$ cat src/rtl/flash_bus_pkg.sv
// Shared types and constants for the flash bus front end.
package flash_bus_pkg;

    typedef enum logic [1:0] {
        IDLE   = 2'd0,
        STROBE = 2'd1,
        ACK    = 2'd2,
        ERR    = 2'd3
    } state_t;

    localparam logic [1:0]  LONG_SIZE      = 2'b00;
    localparam logic [31:0] BLANK_DATA_DEF = 32'hFFFF_FFFF;
    localparam logic [1:0]  DSACK_32       = 2'b00;
    localparam logic [1:0]  DSACK_NONE     = 2'b11;

endpackage

$ cat src/rtl/flash_bus_sync.sv
// Two-flop synchroniser for asynchronous active-low CPU strobes; resets to 1 (negated).
module flash_bus_sync #(
    parameter int W = 1
) (
    input  logic         CLK,
    input  logic         nRST,
    input  logic [W-1:0] d,
    output logic [W-1:0] q
);

    logic [W-1:0] meta;

    always_ff @(posedge CLK or negedge nRST) begin
        if (!nRST) begin
            meta <= '1;
            q    <= '1;
        end else begin
            meta <= d;
            q    <= meta;
        end
    end

endmodule

$ cat src/rtl/flash_bus_ctrl.sv
// 68030 bus front end for the flash register block: decode, strobe, wait for Term, acknowledge.
// Optional macro FLASH_TIMEOUT_EN adds a STROBE timeout that ends the cycle with a bus error.
module flash_bus_ctrl
    import flash_bus_pkg::*;
#(
    parameter logic [7:0]  BASE_ADDR  = 8'h00,
    parameter int          TIMEOUT    = 64,
    parameter logic [31:0] BLANK_DATA = BLANK_DATA_DEF
) (
    input  logic        CLK,
    input  logic        nRST,
    input  logic        n_AS,
    input  logic        n_DS,
    input  logic        R_W,
    input  logic [1:0]  SIZ,
    input  logic [31:0] ADDR,
    input  logic [31:0] CPU_DATA_IN,
    output logic [31:0] CPU_DATA_OUT,
    output logic        DATA_OE,
    output logic [1:0]  nDSACK,
    output logic        nBERR,
    output logic [23:0] FLASH_ADDR,
    output logic [31:0] FLASH_DATA_IN,
    output logic        FLASH_DATA_RD_,
    output logic        FLASH_DATA_WR,
    input  logic [31:0] FLASH_DATA_OUT,
    input  logic        Term
);

    state_t state, state_nxt;
    logic   s_as, s_ds;
    logic   rw_q;
    logic   qualified, aligned, to_hit;

    flash_bus_sync #(.W(2)) u_sync (
        .CLK  (CLK),
        .nRST (nRST),
        .d    ({n_AS, n_DS}),
        .q    ({s_as, s_ds})
    );

    assign qualified = !s_as && !s_ds && (ADDR[31:24] == BASE_ADDR);
    assign aligned   = (SIZ == LONG_SIZE) && (ADDR[1:0] == 2'b00);

`ifdef FLASH_TIMEOUT_EN
    localparam int             CW      = $clog2(TIMEOUT + 1);
    localparam logic [CW-1:0]  TO_LAST = CW'(TIMEOUT - 1);
    logic [CW-1:0] to_cnt;

    // Held at zero outside STROBE, so every STROBE entry starts from a clean count
    always_ff @(posedge CLK or negedge nRST) begin
        if (!nRST)
            to_cnt <= '0;
        else if (state != STROBE)
            to_cnt <= '0;
        else
            to_cnt <= to_cnt + CW'(1);
    end

    assign to_hit = (state == STROBE) && (to_cnt == TO_LAST);
`else
    assign to_hit = 1'b0;
`endif

    always_ff @(posedge CLK or negedge nRST) begin
        if (!nRST)
            state <= IDLE;
        else
            state <= state_nxt;
    end

    // CPU withdrawing AS beats a same-cycle Term: nobody is left to acknowledge
    always_comb begin
        state_nxt = state;
        case (state)
            IDLE:   if (qualified) state_nxt = aligned ? STROBE : ACK;
            STROBE: begin
                if (s_as)        state_nxt = IDLE;
                else if (Term)   state_nxt = ACK;
                else if (to_hit) state_nxt = ERR;
            end
            ACK:    if (s_as) state_nxt = IDLE;
`ifdef FLASH_TIMEOUT_EN
            ERR:    if (s_as) state_nxt = IDLE;
`endif
            default: state_nxt = IDLE;
        endcase
    end

    always_comb begin
        FLASH_DATA_RD_ = !((state == STROBE) && rw_q);
        FLASH_DATA_WR  = (state == STROBE) && !rw_q;
        nDSACK         = (state == ACK) ? DSACK_32 : DSACK_NONE;
        DATA_OE        = (state == ACK) && rw_q;
`ifdef FLASH_TIMEOUT_EN
        nBERR          = (state != ERR);
`else
        nBERR          = 1'b1;
`endif
    end

    always_ff @(posedge CLK or negedge nRST) begin
        if (!nRST) begin
            rw_q          <= 1'b1;
            FLASH_ADDR    <= '0;
            FLASH_DATA_IN <= '0;
            CPU_DATA_OUT  <= '0;
        end else if (state == IDLE && qualified) begin
            rw_q       <= R_W;
            FLASH_ADDR <= ADDR[23:0];
            if (!R_W)
                FLASH_DATA_IN <= CPU_DATA_IN;
            if (R_W && !aligned)
                CPU_DATA_OUT <= BLANK_DATA;
        end else if (state == STROBE && !s_as && Term && rw_q) begin
            CPU_DATA_OUT <= FLASH_DATA_OUT;
        end
    end

endmodule
$ cat config.mk
export PLATFORM = sky130hd
export DESIGN_NAME = flash_bus_ctrl
export DESIGN_NICKNAME = d
export VERILOG_FILES = /design/src/rtl/flash_bus_pkg.sv /design/src/rtl/flash_bus_sync.sv /design/src/rtl/flash_bus_ctrl.sv
export SDC_FILE = /design/constraint.sdc
export NUM_CORES = 1
export LEC_CHECK = 0
export ABC_AREA = 1
export BUFFER_PORTS_ARGS = -buffer_cell sky130_fd_sc_hd__clkbuf_2
export CAP_MARGIN = 10
export CELL_PAD_IN_SITES_DETAIL_PLACEMENT = 0
export CELL_PAD_IN_SITES_GLOBAL_PLACEMENT = 1
export CORE_MARGIN = 3
export CORE_UTILIZATION = 35
export CTS_BUF_LIST = sky130_fd_sc_hd__clkbuf_16
export CTS_CLUSTER_SIZE = 10
export DETAILED_ROUTE_END_ITERATION = 7
export GPL_TIMING_DRIVEN = 0
export PLACE_DENSITY = 0.83
export SYNTH_ARGS = -nofsm -noshare
export SYNTH_HDL_FRONTEND = slang
export SYNTH_SLANG_ARGS = --single-unit
$ cat constraint.sdc
create_clock -name CLK -period 3.1 [get_ports CLK]
set_input_delay 0 -clock CLK [delete_from_list [all_inputs] [get_ports CLK]]
set_output_delay 0 -clock CLK [all_outputs]
set_load 0.005 [all_outputs]
==> flow_summary.toml, run 1 <==
[route]
postRouteAntennaNets = 0
drt_iter0_drc = 296
drtPass1Iterations = 4
vias_per_cell = 4.524
drc = 0
vias = 4262
routed_wl_mm = 12.75
wl_per_cell_um = 13.54

[floorplanning]
core_sq_mm = 0.01113
start_util = 0.3668
ios = 198
dieArea_sq_mm = 0.01299
die_w_um = 114.0
die_y_um = 114.0
std_cell_rows = 38

[placed_design]
dp_hpwl_mm = 8.533
post-place-ws_ns = 1.409
port_buffers = 196
placedCellCount = 832
place_congestion = 0.8765
place_area_sq_mm = 0.005268

[worst_setup_path]
cp_data_required_time_ns = 3.32
path_class = "reg2reg"
worstRegToRegCells = 7
worstSetupStartpointType = "flip-flop"
slowest_stage = "dlygate4sd3_1"
cp_cell_sequence = "nor2_1 > nand2_1 > nor2_4 > nand2_2 > clkbuf_1 > o21ai_1 > dlygate4sd3_1"
critPathMaxFanout = 10
max_stage_delay_ns = 0.58
end_kind = "flip-flop"
cp.arrival_ns = 2.33

[timing]
post-route-min-period_ns = 2.115
fin_ws_ns = 0.9854
setup_tns_ns = 0
fmax_ghz = 0.4729
rsz0062_at_grt = "no"
finalCritPeriodShare = 0.6821
skew_ns = 0.004247
max-slew-margin-rel = 0.5515
finalSetupViolations = 0
slew_viol_final = 0
finalHoldViolCount = 0
tightest_slew_ns = 0.6728

[clock_network]
post-cts-setup-buffers = 0
cts_sinks = 95
cts_hold_buf = 94
cts_tree = "yes"
clkLatencyLatePin_ns = 0.34
clk_path_buf_depth = 2
ctsResizeCount = 0
cts-root-buf = "clkbuf_16"
cts_made_buffers = 9
path_clk_slew_ns = 0.06
htree_levels = 3

[global_route]
antenna_found_initial = 0
grt-ovfl-total = 0
grtUsageTotal = 0.1975
first_global_vias = 4280
grt_max_degree = 52
grt_pass1_wl_mm = 20.68

[power_and_ir_drop]
p_leak_nw = 3.924
powerDensity_mw_per_mm2 = 438.3
peakVddDrop_uv = 331.3

[synthesis]
syn_area_sq_mm = 0.004081
synth_edf_count = 0
yosys-top-cells-area = "dfrtp_1 55%, nand2_1 22%, nand4_1 5.1%, nand3_1 4.5%, dfstp_2 3.2%"
synth.ff_latch_count = 95
ys_seq_area_frac = 0.5840
synthArstFlopShare = 1.000
yosysUniqueCellTypes = 21
synth_ff_type = "dfrtp_1"
ys_warn_count = 0
syn_avg_cell_area_sq_um = 8.245
post-synth-top-count-cell = "nand2_1"
synthCells = 495
syn_nets = 599
synth.cells.most_frequent = "242 x nand2_1, 90 x dfrtp_1, 37 x nand3_1"
yosysTopAreaCell = "dfrtp_1"
yosysTopAreaCellShare = 0.5518

[layout]
layout-drive-gt1-share = 0.2968
multi_input_area_sq_mm = 0.001405
nets = 901
fin_cells = 942
area_growth_pct = 59.81
n_antenna_cell = 0
post-route-util = 0.5863
regArea_sq_mm = 0.002384
stdcell_area_sq_mm = 0.006523
fillers = 965

[hold_path]
holdPathStages = 7
hold_path.class = "in2reg"

[flow_run]
max_cap_viol_count = 0

[status]
outcome = "finished, final reports clean"
-- metal layers --
layer	global-route usage	share of wire	wire [um]
met4	0.06334	0.013	166
met2	0.3329	0.48	6111
met1	0.2547	0.43	5523
met5	0	0	0
met3	0.04085	0.074	948
-- sequential cells by signal, summed over array words and instances (netlist names) --
register,flops
FLASH_DATA_IN,32
u_sync.q,2
rw_q,1
u_sync.meta,2
FLASH_ADDR,24
state,2
CPU_DATA_OUT,32
-- final timing paths --
| path | startpoint | endpoint | slack [ns] |
|---|---|---|---|
| min | SIZ[0] | state[1] | 0.13 |
| min in group asynchronous | nRST | FLASH_DATA_IN[25] | 0.28 |
| max in group asynchronous | nRST | rw_q | 2.09 |
| max reg2reg | u_sync.q[1] | state[0] | 0.99 |
| max | u_sync.q[1] | state[0] | 0.99 |
| min reg2reg | u_sync.meta[1] | u_sync.q[1] | 0.36 |
-- power breakdown --
part           internal [mW]  total (mW)  switching [mW]
logic                  0.193       0.393           0.200
clock network          0.701        1.17           0.469
registers               1.27        1.29          0.0242
total                   2.16        2.86           0.694
-- layout make-up --
| type | count | area share |
|---|---|---|
| Sequential cell | 95 | 0.3654 |
| Tap cell | 140 | 0.02686 |
| Clock inverter | 7 | 0.01362 |
| Inverter | 37 | 0.02148 |
| Clock buffer | 9 | 0.03453 |
| Buffer | 31 | 0.02340 |
| Multi-Input combinational cell | 332 | 0.2154 |
| Timing Repair Buffer | 291 | 0.2993 |
-- cells in the final DEF, fill, tap and decap left out --
| cell | count |
|---|---|
| clkbuf_4 | 1 |
| bufinv_16 | 2 |
| clkinvlp_4 | 1 |
| clkbuf_1 | 17 |
| inv_2 | 2 |
| dfstp_2 | 5 |
| nor2_2 | 1 |
| dlygate4sd3_1 | 94 |
| o21ai_1 | 2 |
| inv_1 | 35 |
| clkinv_2 | 2 |
| nor2_1 | 9 |
| buf_4 | 5 |
| nand2_1 | 242 |
| clkinv_1 | 1 |
| buf_16 | 1 |
| clkbuf_16 | 9 |
| buf_6 | 1 |
| nand4_1 | 33 |
| o21ai_0 | 1 |
| clkinv_4 | 1 |
| nor3_1 | 1 |
| nor2_4 | 2 |
| conb_1 | 1 |
| dfrtp_1 | 90 |
| nand2_2 | 2 |
| buf_2 | 8 |
| or2_1 | 1 |
| nand3_1 | 37 |
| clkbuf_2 | 195 |
-- critical path, delay by kind of cell (launching register included) --
kind / cells / cell delay, ns
and+or+nand+nor: 4 / 0.37
buffers and inverters: 2 / 0.98
AOI/OAI and AO/OA: 1 / 0.11
DFF: 1 / 0.53
-- cell families after synthesis --
group                  Yosys count  synth area share
AOI/OAI and AO/OA                3          0.003678
buffers and inverters           68           0.07173
DFF                             95            0.5840
other                            1         0.0009188
and+or+nand+nor                328            0.3397
-- stage by stage --
step,power (mW),hold slack [ns]
global placement,1.607,0.09057
floorplan,1.449,-0.2956
global route,2.999,0.1651
CTS,2.893,0.1211
detailed placement,1.614,0.08915
finish,2.859,0.1349
Power figures use the tool's default switching activity.
==> run 2, diff against run 1 <==
--- a/config.mk
+++ b/config.mk
@@ -11,12 +11,12 @@
 export CELL_PAD_IN_SITES_DETAIL_PLACEMENT = 0
 export CELL_PAD_IN_SITES_GLOBAL_PLACEMENT = 1
 export CORE_MARGIN = 3
-export CORE_UTILIZATION = 35
+export CORE_UTILIZATION = 32
 export CTS_BUF_LIST = sky130_fd_sc_hd__clkbuf_16
 export CTS_CLUSTER_SIZE = 10
 export DETAILED_ROUTE_END_ITERATION = 7
 export GPL_TIMING_DRIVEN = 0
-export PLACE_DENSITY = 0.83
+export PLACE_DENSITY = 0.76
 export SYNTH_ARGS = -nofsm -noshare
 export SYNTH_HDL_FRONTEND = slang
 export SYNTH_SLANG_ARGS = --single-unit
==> constraint.sdc (replaced) <==
create_clock -name CLK -period 2.15 [get_ports CLK]
set_input_delay 0 -clock CLK [delete_from_list [all_inputs] [get_ports CLK]]
set_output_delay 0 -clock CLK [all_outputs]
set_load 0.005 [all_outputs]
==> flow_summary.toml, run 2 (same netlist as run 1, synthesis figures left out) <==
[floorplanning]
ios = 198
start_util = 0.3329
std_cell_rows = 40
core_sq_mm = 0.01226
dieArea_sq_mm = 0.01415
die_y_um = 118.9
die_w_um = 118.9

[layout]
final_common_cell = "nand2_1"
post-route-util = 0.5331
layout-drive-gt1-share = 0.2939
n_antenna_cell = 0
top_regs = "CPU_DATA_OUT x32, FLASH_DATA_IN x32, FLASH_ADDR x24"
area_growth_pct = 60.15
nets = 902
final_cell_mix = "242 x nand2_1, 195 x clkbuf_2, 95 x dlygate4sd3_1"
stdcell_area_sq_mm = 0.006536

[clock_network]
cts_made_buffers = 9
clk_path_buf_depth = 2
clkLatencyLatePin_ns = 0.34
path_clk_slew_ns = 0.07
cts-root-buf = "clkbuf_16"
post-cts-setup-buffers = 0
cts_hold_buf = 95
cts_tree = "yes"
htree_levels = 3
cts_sinks = 95
ctsResizeCount = 0

[power_and_ir_drop]
powerDensity_mw_per_mm2 = 610.8
p_leak_nw = 3.916
peakVddDrop_uv = 276.7

[worst_setup_path]
end_kind = "flip-flop"
max_stage_delay_ns = 0.53
cp_data_required_time_ns = 2.38
cp_cell_sequence = "nor2_1 > nand2_1 > nor2_4 > nand2_2 > clkbuf_1 > nand2_1 > nand2_1 > nand2_1"
critical_path_buf_inv_count = 1
cp.arrival_ns = 1.92
path_class = "reg2reg"
slowest_stage = "dfstp_2"
worstSetupStartpointType = "flip-flop"
worst_path_most_repeated_cell = "nand2_1"
critPathMaxFanout = 10
critPathTopFamily = "simple AND/OR/NAND/NOR gates"

[placed_design]
dp_hpwl_mm = 8.865
place_area_sq_mm = 0.005303
port_buffers = 196
place_congestion = 0.8156

[timing]
whs_ns = 0.1358
skew_ns = 0.005791
finalSetupViolations = 0
max-slew-margin-rel = 0.5801
fmax_ghz = 0.5912
finalHoldViolCount = 0
tightest_slew_ns = 0.6299
slew_viol_final = 0
post-route-min-period_ns = 1.691
rsz0062_at_grt = "no"
finalCritPeriodShare = 0.7867

[global_route]
first_global_vias = 4305
grt_pass1_wl_mm = 21.22
grt-ovfl-total = 0
antenna_found_initial = 0
grtUsageTotal = 0.1847
grt_max_degree = 53

[route]
drt_iter0_drc = 296
wl_per_cell_um = 13.16
drc = 0
drtPass1Iterations = 4
routed_wl_mm = 12.78
vias = 4256
vias_per_cell = 4.383
postRouteAntennaNets = 0

[status]
outcome = "finished, final reports clean"

[flow_run]
max_cap_viol_count = 0

[hold_path]
hold_path.class = "in2reg"
==> run 2: cell count changes in the layout (fill, tap and decap cells not counted) <==
cell	change
bufinv_16	-1
inv_1	+1
clkinv_1	+1
clkinv_4	-1
dlygate4sd3_1	+1
==> run 2: report_power, final <==
group	total, mW	leakage [nW]	switching [mW]	internal, mW
combinational	0.574	2.47	0.293	0.280
clock	1.55	0.143	0.666	0.883
sequential	1.87	1.31	0.0367	1.83
total	3.99	3.92	0.996	3.00
==> run 2: final cells by class <==
| class | count | area [sq um] |
|---|---|---|
| fill | 1169 | 5725 |
| sequential | 95 | 2384 |
| buffer | 31 | 152.6 |
| inverter | 37 | 140.1 |
| timing repair buffer | 292 | 1962 |
| tap | 168 | 210.2 |
| clock inverter | 7 | 57.56 |
| clock buffer | 9 | 225.2 |
| multi-input combinational | 332 | 1405 |
==> run 2: path summary, 6_finish.rpt <==
kind	cells after the start	startpoint	end	slack (ns)
max	8	u_sync.q[1]	CPU_DATA_OUT[29]	0.46
min	6	ADDR[30]	FLASH_DATA_IN[31]	0.14
max reg2reg	8	u_sync.q[1]	CPU_DATA_OUT[29]	0.46
min reg2reg	0	u_sync.meta[1]	u_sync.q[1]	0.36
max in group asynchronous	3	nRST	rw_q	1.19
min in group asynchronous	2	nRST	FLASH_DATA_IN[14]	0.25
==> run 2: worst min-delay path: stages <==
cell and delay (ns):
clkbuf_2 0.08, nor2_1 0.05, nand2_1 0.11, nor2_4 0.08, nand4_1 0.07, nand2_1 0.05
==> run 2: through the flow <==
stage / setup TNS, ns / power [mW] / cells / worst slack (ns)
after detailed placement: 0 / 2.339 / 860 / 0.4304
final: 0 / 3.992 / 971 / 0.4586
after global placement: -13.63 / 2.329 / 859 / -0.1580
after floorplan: 0 / 2.090 / 495 / 0.7861
after CTS: 0 / 4.032 / 971 / 0.4192
after global routing: 0 / 4.188 / 971 / 0.2646
==> run 2: metal layers <==
| layer | vias up | GRT usage | part of all wire |
|---|---|---|---|
| li1 | 2145 | - | - |
| met5 | - | 0 | 0 |
| met2 | 168 | 0.3155 | 0.48 |
| met1 | 1926 | 0.2310 | 0.43 |
| met4 | 0 | 0.06589 | 0.018 |
| met3 | 17 | 0.03941 | 0.068 |
